[src/rtl/tl_error_responder.sv]
// TileLink slave that answers every request with a denied response.
// Optional err_count saturating counter: define TL_ERROR_RESPONDER_COUNT_EN.
module tl_error_responder #(
  parameter int SOURCE_W   = 4,
  parameter int SIZE_W     = 4,
  parameter int BEAT_SHIFT = 2,
  parameter int MAX_SIZE   = 6
) (
  input  logic                clock,
  input  logic                reset_n,
  input  logic                a_valid,
  output logic                a_ready,
  input  logic [2:0]          a_opcode,
  input  logic [SIZE_W-1:0]   a_size,
  input  logic [SOURCE_W-1:0] a_source,
  output logic                d_valid,
  input  logic                d_ready,
  output logic [2:0]          d_opcode,
  output logic [SIZE_W-1:0]   d_size,
  output logic [SOURCE_W-1:0] d_source,
  output logic                d_denied,
  output logic                d_corrupt,
  output logic                d_last,
  input  logic                e_valid,
  output logic                e_ready,
  output logic [15:0]         err_count
);

  localparam int CNT_W = MAX_SIZE - BEAT_SHIFT + 1;

  typedef enum logic [1:0] {
    IDLE, DRAIN, RESP, WAIT_E
  } state_t;

  state_t              state_q, state_d;
  logic [2:0]          op_q;
  logic [SIZE_W-1:0]   size_q;
  logic [SOURCE_W-1:0] src_q;
  logic [CNT_W-1:0]    a_cnt_q, d_cnt_q;
  logic [CNT_W-1:0]    a_m1, d_m1;
  logic [2:0]          op_map;
  logic                a_fire, d_fire, cnt_zero;

  // Beats minus one; oversize requests are clamped before counting.
  function automatic logic [CNT_W-1:0] beats_m1(
    input logic [SIZE_W-1:0] sz
  );
    logic [SIZE_W-1:0] c;
    logic [CNT_W-1:0]  one;
    c   = (sz > SIZE_W'(MAX_SIZE)) ? SIZE_W'(MAX_SIZE) : sz;
    one = CNT_W'(1);
    if (c <= SIZE_W'(BEAT_SHIFT)) return '0;
    return (one << (c - SIZE_W'(BEAT_SHIFT))) - one;
  endfunction

  always_comb begin
    op_map = 3'd0;
    unique case (1'b1)
      (a_opcode <= 3'd1):                     op_map = 3'd0;
      (a_opcode >= 3'd2 && a_opcode <= 3'd4): op_map = 3'd1;
      (a_opcode == 3'd5):                     op_map = 3'd2;
      (a_opcode >= 3'd6):                     op_map = 3'd4;
      default:                                op_map = 3'd0;
    endcase
  end

  assign a_m1     = (a_opcode <= 3'd3) ? beats_m1(a_size) : '0;
  assign d_m1     = (op_map == 3'd1) ? beats_m1(a_size) : '0;
  assign a_fire   = a_valid & a_ready;
  assign d_fire   = d_valid & d_ready;
  assign cnt_zero = (d_cnt_q == '0);

  always_ff @(posedge clock or negedge reset_n) begin
    if (!reset_n) state_q <= IDLE;
    else          state_q <= state_d;
  end

  always_comb begin
    state_d = state_q;
    unique case (state_q)
      IDLE:
        if (a_fire) state_d = (a_m1 != '0) ? DRAIN : RESP;
      DRAIN:
        if (a_fire && a_cnt_q == CNT_W'(1)) state_d = RESP;
      RESP:
        if (d_fire && cnt_zero)
          state_d = (op_q == 3'd4) ? WAIT_E : IDLE;
      WAIT_E:
        if (e_valid) state_d = IDLE;
      default: state_d = IDLE;
    endcase
  end

  always_comb begin
    a_ready = 1'b0;
    d_valid = 1'b0;
    unique case (state_q)
      IDLE:    a_ready = 1'b1;
      DRAIN:   a_ready = 1'b1;
      RESP:    d_valid = 1'b1;
      WAIT_E:  ;
      default: ;
    endcase
  end

  always_ff @(posedge clock or negedge reset_n) begin
    if (!reset_n) begin
      op_q    <= '0;
      size_q  <= '0;
      src_q   <= '0;
      a_cnt_q <= '0;
      d_cnt_q <= '0;
    end else begin
      if (state_q == IDLE && a_fire) begin
        op_q    <= op_map;
        size_q  <= a_size;
        src_q   <= a_source;
        a_cnt_q <= a_m1;
        d_cnt_q <= d_m1;
      end else if (state_q == DRAIN && a_fire) begin
        a_cnt_q <= a_cnt_q - CNT_W'(1);
      end
      if (d_fire && !cnt_zero) d_cnt_q <= d_cnt_q - CNT_W'(1);
    end
  end

  assign d_opcode  = op_q;
  assign d_size    = size_q;
  assign d_source  = src_q;
  assign d_denied  = d_valid;
  assign d_corrupt = d_valid & (op_q == 3'd1);
  assign d_last    = d_valid & cnt_zero;
  assign e_ready   = 1'b1;

`ifdef TL_ERROR_RESPONDER_COUNT_EN
  logic [15:0] err_q;

  always_ff @(posedge clock or negedge reset_n) begin
    if (!reset_n)
      err_q <= '0;
    else if (d_fire && d_last && err_q != 16'hFFFF)
      err_q <= err_q + 16'd1;
  end

  assign err_count = err_q;
`else
  assign err_count = '0;
`endif

endmodule

[config.mk]
export PLATFORM = sky130hd
export DESIGN_NAME = tl_error_responder
export DESIGN_NICKNAME = d
export VERILOG_FILES = /design/src/rtl/tl_error_responder.sv
export SDC_FILE = /design/constraint.sdc
export NUM_CORES = 1
export LEC_CHECK = 0
export ABC_AREA = 1
export CAP_MARGIN = 10
export CELL_PAD_IN_SITES_DETAIL_PLACEMENT = 1
export CELL_PAD_IN_SITES_GLOBAL_PLACEMENT = 2
export CORE_MARGIN = 2
export CORE_UTILIZATION = 23
export CTS_CLUSTER_SIZE = 14
export DETAILED_ROUTE_END_ITERATION = 8
export GPL_ROUTABILITY_DRIVEN = 0
export PLACE_DENSITY = 0.81
export RECOVER_POWER = 100
export SYNTH_ARGS = -nofsm -noshare
export SYNTH_HDL_FRONTEND = slang
export SYNTH_SLANG_ARGS = --single-unit
[constraint.sdc]
create_clock -name clock -period 2.6 [get_ports clock]
set_input_delay 0.39 -clock clock [delete_from_list [all_inputs] [get_ports clock]]
set_output_delay 0.39 -clock clock [all_outputs]
set_load 0.02 [all_outputs]
* Word level (Yosys, flattened, before mapping)
Index checks and enable logic that the tools add are counted.
Widths: inputs -> output; s select.
** Operators by class
- Add/sub/neg operators :: 4
- $lt $le $gt $ge :: 6
- Equality and inequality tests :: 12
- Shift operators :: 1
- Multiplexer cells :: 20
- Bitwise logic cells :: 4
- Reductions and logical operators :: 14
** Operators by type and width (number)
- $mux 5 :: 8
- $sub 5x1->5 const B :: 3
- $mux 2 :: 6
- $pmux 3 s3 :: 1
- $ne 2x2->1 const B :: 4
- $pmux 2 s4 :: 1
- $eq 3x1->1 const B :: 2
- $eq 3x3->1 const B :: 2
- $logic_and 1x1->1 :: 6
- $eq 5x1->1 const B :: 1
- $logic_not 5->1 :: 1
- $reduce_bool 5->1 :: 1
- $shl 1x4->5 const A :: 1
- $and 1x1->1 :: 4
- $eq 2x2->1 const B :: 2
- $gt 4x3->1 const B :: 1
- $le 4x2->1 const B :: 1
- $mux 4 :: 1
- $reduce_and 4->1 :: 1
- $reduce_bool 2->1 :: 2
- $sub 4x2->4 const B :: 1
- $ge 3x2->1 const B :: 1
- $ge 3x3->1 const B :: 1
- $le 3x2->1 const B :: 1
- other kinds (6) :: 8
** Storage, ports and cells
- Flip-flop bits (word level) :: 23
- Bits of input ports :: 16
- Output and inout port bits :: 33
- Word-level logic and storage cells :: 67

* Depth between registers and ports, before layout
Gate-level depths: netlist (run 1).
- Depth after elaboration :: 11
- Mapped depth :: 9
- Gate-level depth less buffers :: 9

* Worst setup path before layout (run 1)
No wires, ideal clock.
- Path type :: register to output
- Start point :: register state_q[0]
- End point :: output d_corrupt
- Arrival :: 1.386 ns
- Required time :: 2.210 ns
- Setup slack :: 0.824 ns
- Stages on the path, launching flop included :: 4
- Buffers on the path :: 0
- Cells stage by stage :: dfrtp_1 > inv_2 > nand2_4 > nor4b_1
** On the way
- Longest elaborated chain between the ends :: 3
** RTL lines
- start, declared :: line 35 : state_t state_q, state_d;
- start signal, assigned :: line 75 : else state_q <= state_d;
- $eq 2x2->1 :: line 97 : unique case (state_q)
- $mux 1 :: line 97
- $and 1x1->1 :: line 131 : assign d_corrupt = d_valid & (op_q == 3'd1);
- end, declared :: line 22 : output logic d_corrupt,
No other way between the ends.

* Worst setup path in the final report (run 1)
- Start point :: register d_cnt_q[0]
- End point :: output d_last
** On the way
- Longest elaborated chain between the ends :: 2
** RTL lines
- start, declared :: line 39 : logic [CNT_W-1:0] a_cnt_q, d_cnt_q;
- start signal, assigned :: line 119 : d_cnt_q <= d_m1;
- start signal, assigned :: line 123 : if (d_fire && !cnt_zero) d_cnt_q <= d_cnt_q - CNT_W'(1);
- $logic_not 5->1 :: line 71 : assign cnt_zero = (d_cnt_q == '0);
- $and 1x1->1 :: line 132 : assign d_last = d_valid & cnt_zero;
- end, declared :: line 23 : output logic d_last,
No other way between the ends.

==> run summary, run 1 <==
Sequential Area: 576 sq um
CTS sink count: 23
Largest net degree at the start of global routing: 25
Initial antenna violation count: 0
Max Clock Freq: 423 MHz
Top post-synthesis cells by area: dfrtp_1 (36%), nand2_1 (15%), buf_4 (8.6%)
Post-synth EDFFs: 0
Max VDD drop: 0.356 mV
Port Buffers: 31
Worst r2r dst: d_cnt_q[0]
Routed WL: 3.96 mm
1st-iter DRT viols: 51
Final Util: 28.9%
Fin crit period: 2370 ps
Total setup violations reported at the end of the flow: 0
CTS resizes: 0
Synth Instances: 222
First-pass GRT wire length: 6.74 mm
Worst setup path category: reg -> out
CTS clk-pin slew, worst paths: 90 ps
Pre-antenna DRT Iters: 4
Post-detailed-route count of antenna-violating nets: 0
Main synth FF type: dfrtp_1
Hold_buf cts: 0
Setup slack after layout: 233 ps
Post-place setup slack: 522 ps
CP startpoint kind: register
Unrepaired setup endpoints after global routing: false
Multi-input gate area: 810 sq um
WL/cell: 11.9 um
Drt via density: 4.35
Ys Warns: 0
Htree depth: 1
Unique masters post-synth: 29
Gr ovfl total: 0
Top cell type's share of synthesized area: 36.4%
Post-synth top area cell: dfrtp_1
Total number of vias: 1448
DRC: 0
# fillers: 841
Worst r2r path cells: 6
Die Area: 7550 sq um
Clk_lat worst skew: 270 ps
Antenna Cells: 0
Slew margin rel.: 10.6%
Tcrit/Tclk final: 91.0%
Post-synthesis sequential area ratio: 36.4%
Req. time, crit path: 2210 ps
Setup Skew: 1.42 ps
Tot Pwr: 1.98 mW
Most common cell in the netlist: nand2_1
Vias in the first global route: 1456
Crit. End Element: output pin
Final Net Count: 274
Worst endpoint data arrival time: 1980 ps
DPL Wire Length: 3.03 mm
Area grow syn2layout: 22.9%
Reg-to-Reg Start: state_q[1]
Die height: 86.9 um
Hold Path End: d_source[2]
Setup TNS: 0 ps
Synth cell count leaders: nand2_1 (65), inv_1 (24), nor2_1 (24)
Power Density: 1020 nW/um^2
CP max FO: 4
Ys async rst share: 100%
Clock root cell: clkbuf_8
GRT Util Overall: 11.1%
Max Slew Vio Count: 0
Initial Util: 23.5%
Mean cell area of the mapped netlist: 7.12 sq um
Share of cells above drive strength 1: 5.14%
Post-route cell area: 1940 sq um
CTS tree: built
Mapped Area: 1580 sq um
Placed Area: 1900 sq um
Reg2reg setup slack: 690 ps
Post-CTS setup buffer count: 0
Die width: 86.9 um
Status: complete, no violations
I/O Pins: 49
Row count: 30
Hold Path Cell Cnt: 2
Clk buf depth: 2
Num CTS Buffers: 3
Hold Vio Cnt, Final: 0
Max-cap violations: 0
Hold crit path type: reg -> reg
Lkg Pwr: 1.00 nW
Worst-margin pin slew: 1340 ps
Core area: 6720 sq um
Yosys reg bits: 23
Hold_sp: d_source[2]
critical path: stages, from the launching register on:
cell and delay, ps:
dfrtp_1 400, inv_1 100, ha_1 240, nand3_1 170, nor2_1 110, dlygate4sd3_1 680
state kept, by name, indices dropped and copies added, names as in the netlist:
register	count
d_cnt_q	5
state_q	2
d_size	4
a_cnt_q	5
d_source	4
d_opcode	3
kinds of logic after synthesis:
logic type                 synth area share (%)
and+or+nand+nor                            36.3
xor gates and xnor gates                   1.11
DFF                                        36.4
AOI/OAI and AO/OA                          6.73
other                                     0.475
buffers and inverters                      15.8
adders and majority gates                  3.17
worst max-delay path by stage:
stage                     startpoint         end  slack [ps]
after detailed placement   a_size[2]  a_cnt_q[4]         520
after CTS                 state_q[0]   d_corrupt         240
final                     d_cnt_q[0]      d_last         230
after global routing      state_q[0]   d_corrupt          90
after floorplan           state_q[0]   d_corrupt         820
after global placement    state_q[0]   d_corrupt         540
metal layers:
metal / vias to the layer above / global-route usage [%] / wire length (um)
met5: - / 0 / 0
met4: 0 / 1.28 / 14
met3: 2 / 3.32 / 241
met2: 39 / 18.5 / 1780
met1: 676 / 14.7 / 1920
li1: 731 / - / -
per-stage QoR:
step / hold WS (ps) / cells
after floorplan: 94.4 / 237
after global placement: 473 / 329
after detailed placement: 468 / 329
after CTS: 494 / 333
after global routing: 517 / 333
final: 481 / 333
cells in the final DEF (no fill, tap or decap), drive strengths merged:
cell type / n
nor4b: 1
nand3: 21
clkdlybuf4s50: 12
o21ai: 9
clkbuf: 5
a31oi: 1
dfrtp: 23
xor2: 2
nand4: 4
conb: 17
o31ai: 1
inv: 26
nor3b: 1
o211ai: 1
a21oi: 5
nand3b: 1
nor2: 28
or2: 1
nand2: 69
o21bai: 1
a22oi: 1
ha: 4
dlygate4sd3: 19
power breakdown:
group | switching, mW | leakage (nW) | internal (mW)
Combinational | 0.667 | 0.698 | 0.415
Clock | 0.125 | 0.0228 | 0.110
Sequential | 0.145 | 0.284 | 0.519
final cells by class:
type / instances / area share (%)
Multi-Input combinational cell: 168 / 41.7
Sequential cell: 23 / 29.6
Timing Repair Buffer: 32 / 16.2
Tap cell: 80 / 5.15
Inverter: 26 / 5.03
Clock buffer: 4 / 2.32
No activity file was read; power rests on OpenSTA's default activity.
==> run 2: changes to the inputs <==
Settings changed: CORE_MARGIN 2 to default.
==> run 2 against run 1 <==
Compared with the run above:
- critical path depth fell by 1
- final cell count shrank 0.90%
- critical path type unchanged
- register-to-register slack lost 190 ps
- first-iteration DRC count rose by 53%
- sequential power about the same
- setup slack got worse by 43 ps
- via count is 3.0% lower
- critical endpoint is now d_corrupt
- power down 0.10%
==> run summary, run 2 (same netlist as run 1, synthesis figures left out) <==
Status: complete, no violations
Initial Util: 24.3% (+0.81 points)
Most common cell after layout, fill and taps aside: nand2_1
DRC: 0 (unchanged)
Worst setup path category: reg -> out
Hold Vio Cnt, Final: 0 (unchanged)
Share of cells above drive strength 1: 5.14% (unchanged)
Largest net degree at the start of global routing: 25 (unchanged)
Post-detailed-route count of antenna-violating nets: 0 (unchanged)
1st-iter DRT viols: 78 (+53%)
Unrepaired setup endpoints after global routing: false
Worst-margin pin slew: 1340 ps (+0.462 ps)
Drt via density: 4.26 (-2.1%)
Total number of vias: 1405 (-3.0%)
Row count: 29 (-3.3%)
Clk_lat worst skew: 270 ps (about the same)
Final Net Count: 274 (unchanged)
Hold crit path type: reg -> reg
Max-cap violations: 0 (unchanged)
Dpl cells: 326 (-0.91%)
I/O Pins: 49 (unchanged)
Routed WL: 3.98 mm (+0.58%)
Lkg Pwr: 1.01 nW (+0.15%)
Area grow syn2layout: 22.2%
Die height: 84.9 um (-2.3%)
Slowest stage delay, CP: 730 ps (+50 ps)
Slowest CP cell: dlygate4sd3_1
GRT Util Overall: 11.8% (+0.73 points)
Die Area: 7210 sq um (-4.6%)
Worst endpoint data arrival time: 2020 ps (+40 ps)
Antenna Cells: 0 (unchanged)
CTS sink count: 23 (unchanged)
Buf/Inv on CP: 2 (unchanged)
Max Clock Freq: 415 MHz (-1.8%)
Post-CTS setup buffer count: 0 (unchanged)
Req. time, crit path: 2210 ps (about the same)
CTS tree: built
WL/cell: 12.1 um (+1.5%)
CTS resizes: 0 (unchanged)
CTS clk-pin slew, worst paths: 90 ps (about the same)
Pre-antenna DRT Iters: 6 (+2)
Placed Area: 1900 sq um (-0.20%)
Htree depth: 1 (unchanged)
First-pass GRT wire length: 6.89 mm (+2.3%)
CP startpoint kind: register
Total setup violations reported at the end of the flow: 0 (unchanged)
Port Buffers: 31 (unchanged)
Biggest regs: a_cnt_q x5, d_cnt_q x5
Crit. End Element: output pin
CP max FO: 6 (+2)
Fin crit period: 2410 ps (+42.9 ps)
Hold_buf cts: 0 (unchanged)
Clk buf depth: 2 (unchanged)
Clock root cell: clkbuf_8
Fin cells: 330 (-0.90%)
Initial antenna violation count: 0 (unchanged)
DPL Wire Length: 3.07 mm (+1.2%)
Max Slew Vio Count: 0 (unchanged)
Gr ovfl total: 0 (unchanged)
Family with the most delay on the worst path: buffers and inverters
Die width: 84.9 um (-2.3%)
Max VDD drop: 0.336 mV (-5.7%)
Leading cell types in the layout, fill and taps excluded: nand2_1 (66), nor2_1 (25), inv_1 (24)
Crit-path cells: inv_2 > nand2_4 > nor4b_1 > dlygate4sd3_1
Setup Skew: 2.79 ps (+1.37 ps)
Core area: 6490 sq um (-3.3%)
Hold_ws: 481 ps (+0.494 ps)
Post-route cell area: 1930 sq um (-0.52%)
Setup TNS: 0 ps (unchanged)
Slew margin rel.: 10.6% (-0.031 points)
Tcrit/Tclk final: 92.7% (+1.7 points)
Power Density: 1020 nW/um^2 (+0.41%)
Vias in the first global route: 1435 (-1.4%)
Num CTS Buffers: 3 (unchanged)
==> run 2: worst paths after layout <==
kind,startpoint,endpoint,slack [ps],cells past startpoint
worst max register to register,state_q[1],d_cnt_q[4],500,6
worst min register to register,d_source[0],d_source[0],480,2
worst min-delay path,d_source[0],d_source[0],480,2
max in group asynchronous,reset_n,d_opcode[2],870,2
worst max-delay path,state_q[0],d_corrupt,190,4
min in group asynchronous,reset_n,state_q[0],940,2
==> run 2: worst register-to-register path, delay by kind of cell (launching register included) <==
family	cells	cell delay, ps
simple gates	5	1390
flops	1	480
compound gates	1	120
==> run 2: per-stage QoR <==
stage	power (mW)	util (%)	setup slack, ps
after CTS	2.07	30.0	199
after detailed placement	1.82	29.2	508
after global placement	1.80	29.2	518
final	1.98	29.7	190
after global routing	2.17	29.7	61.1
after floorplan	1.43	-	824
==> run 2: report_power, final <==
group          switching, mW  total (mW)  internal (mW)
combinational          0.665        1.07          0.409
clock                  0.131       0.238          0.107
sequential             0.148       0.667          0.519
==> run 2: final cells by class <==
| type | instances | area, sq um |
|---|---|---|
| clock buffer | 3 | 41.3 |
| clock inverter | 1 | 5.00 |
| fill | 815 | 4560 |
| inverter | 26 | 97.6 |
| multi-input combinational | 168 | 802 |
| sequential | 23 | 576 |
| tap | 77 | 96.3 |
| timing repair buffer | 32 | 314 |
==> run 2: metal layers <==
metal	global-route usage (%)	part of all wire (%)	up-vias
met4	2.31	0.48	0
li1	-	-	726
met5	0	0	-
met1	18.0	53	640
met3	2.33	5.1	2
met2	17.4	42	37
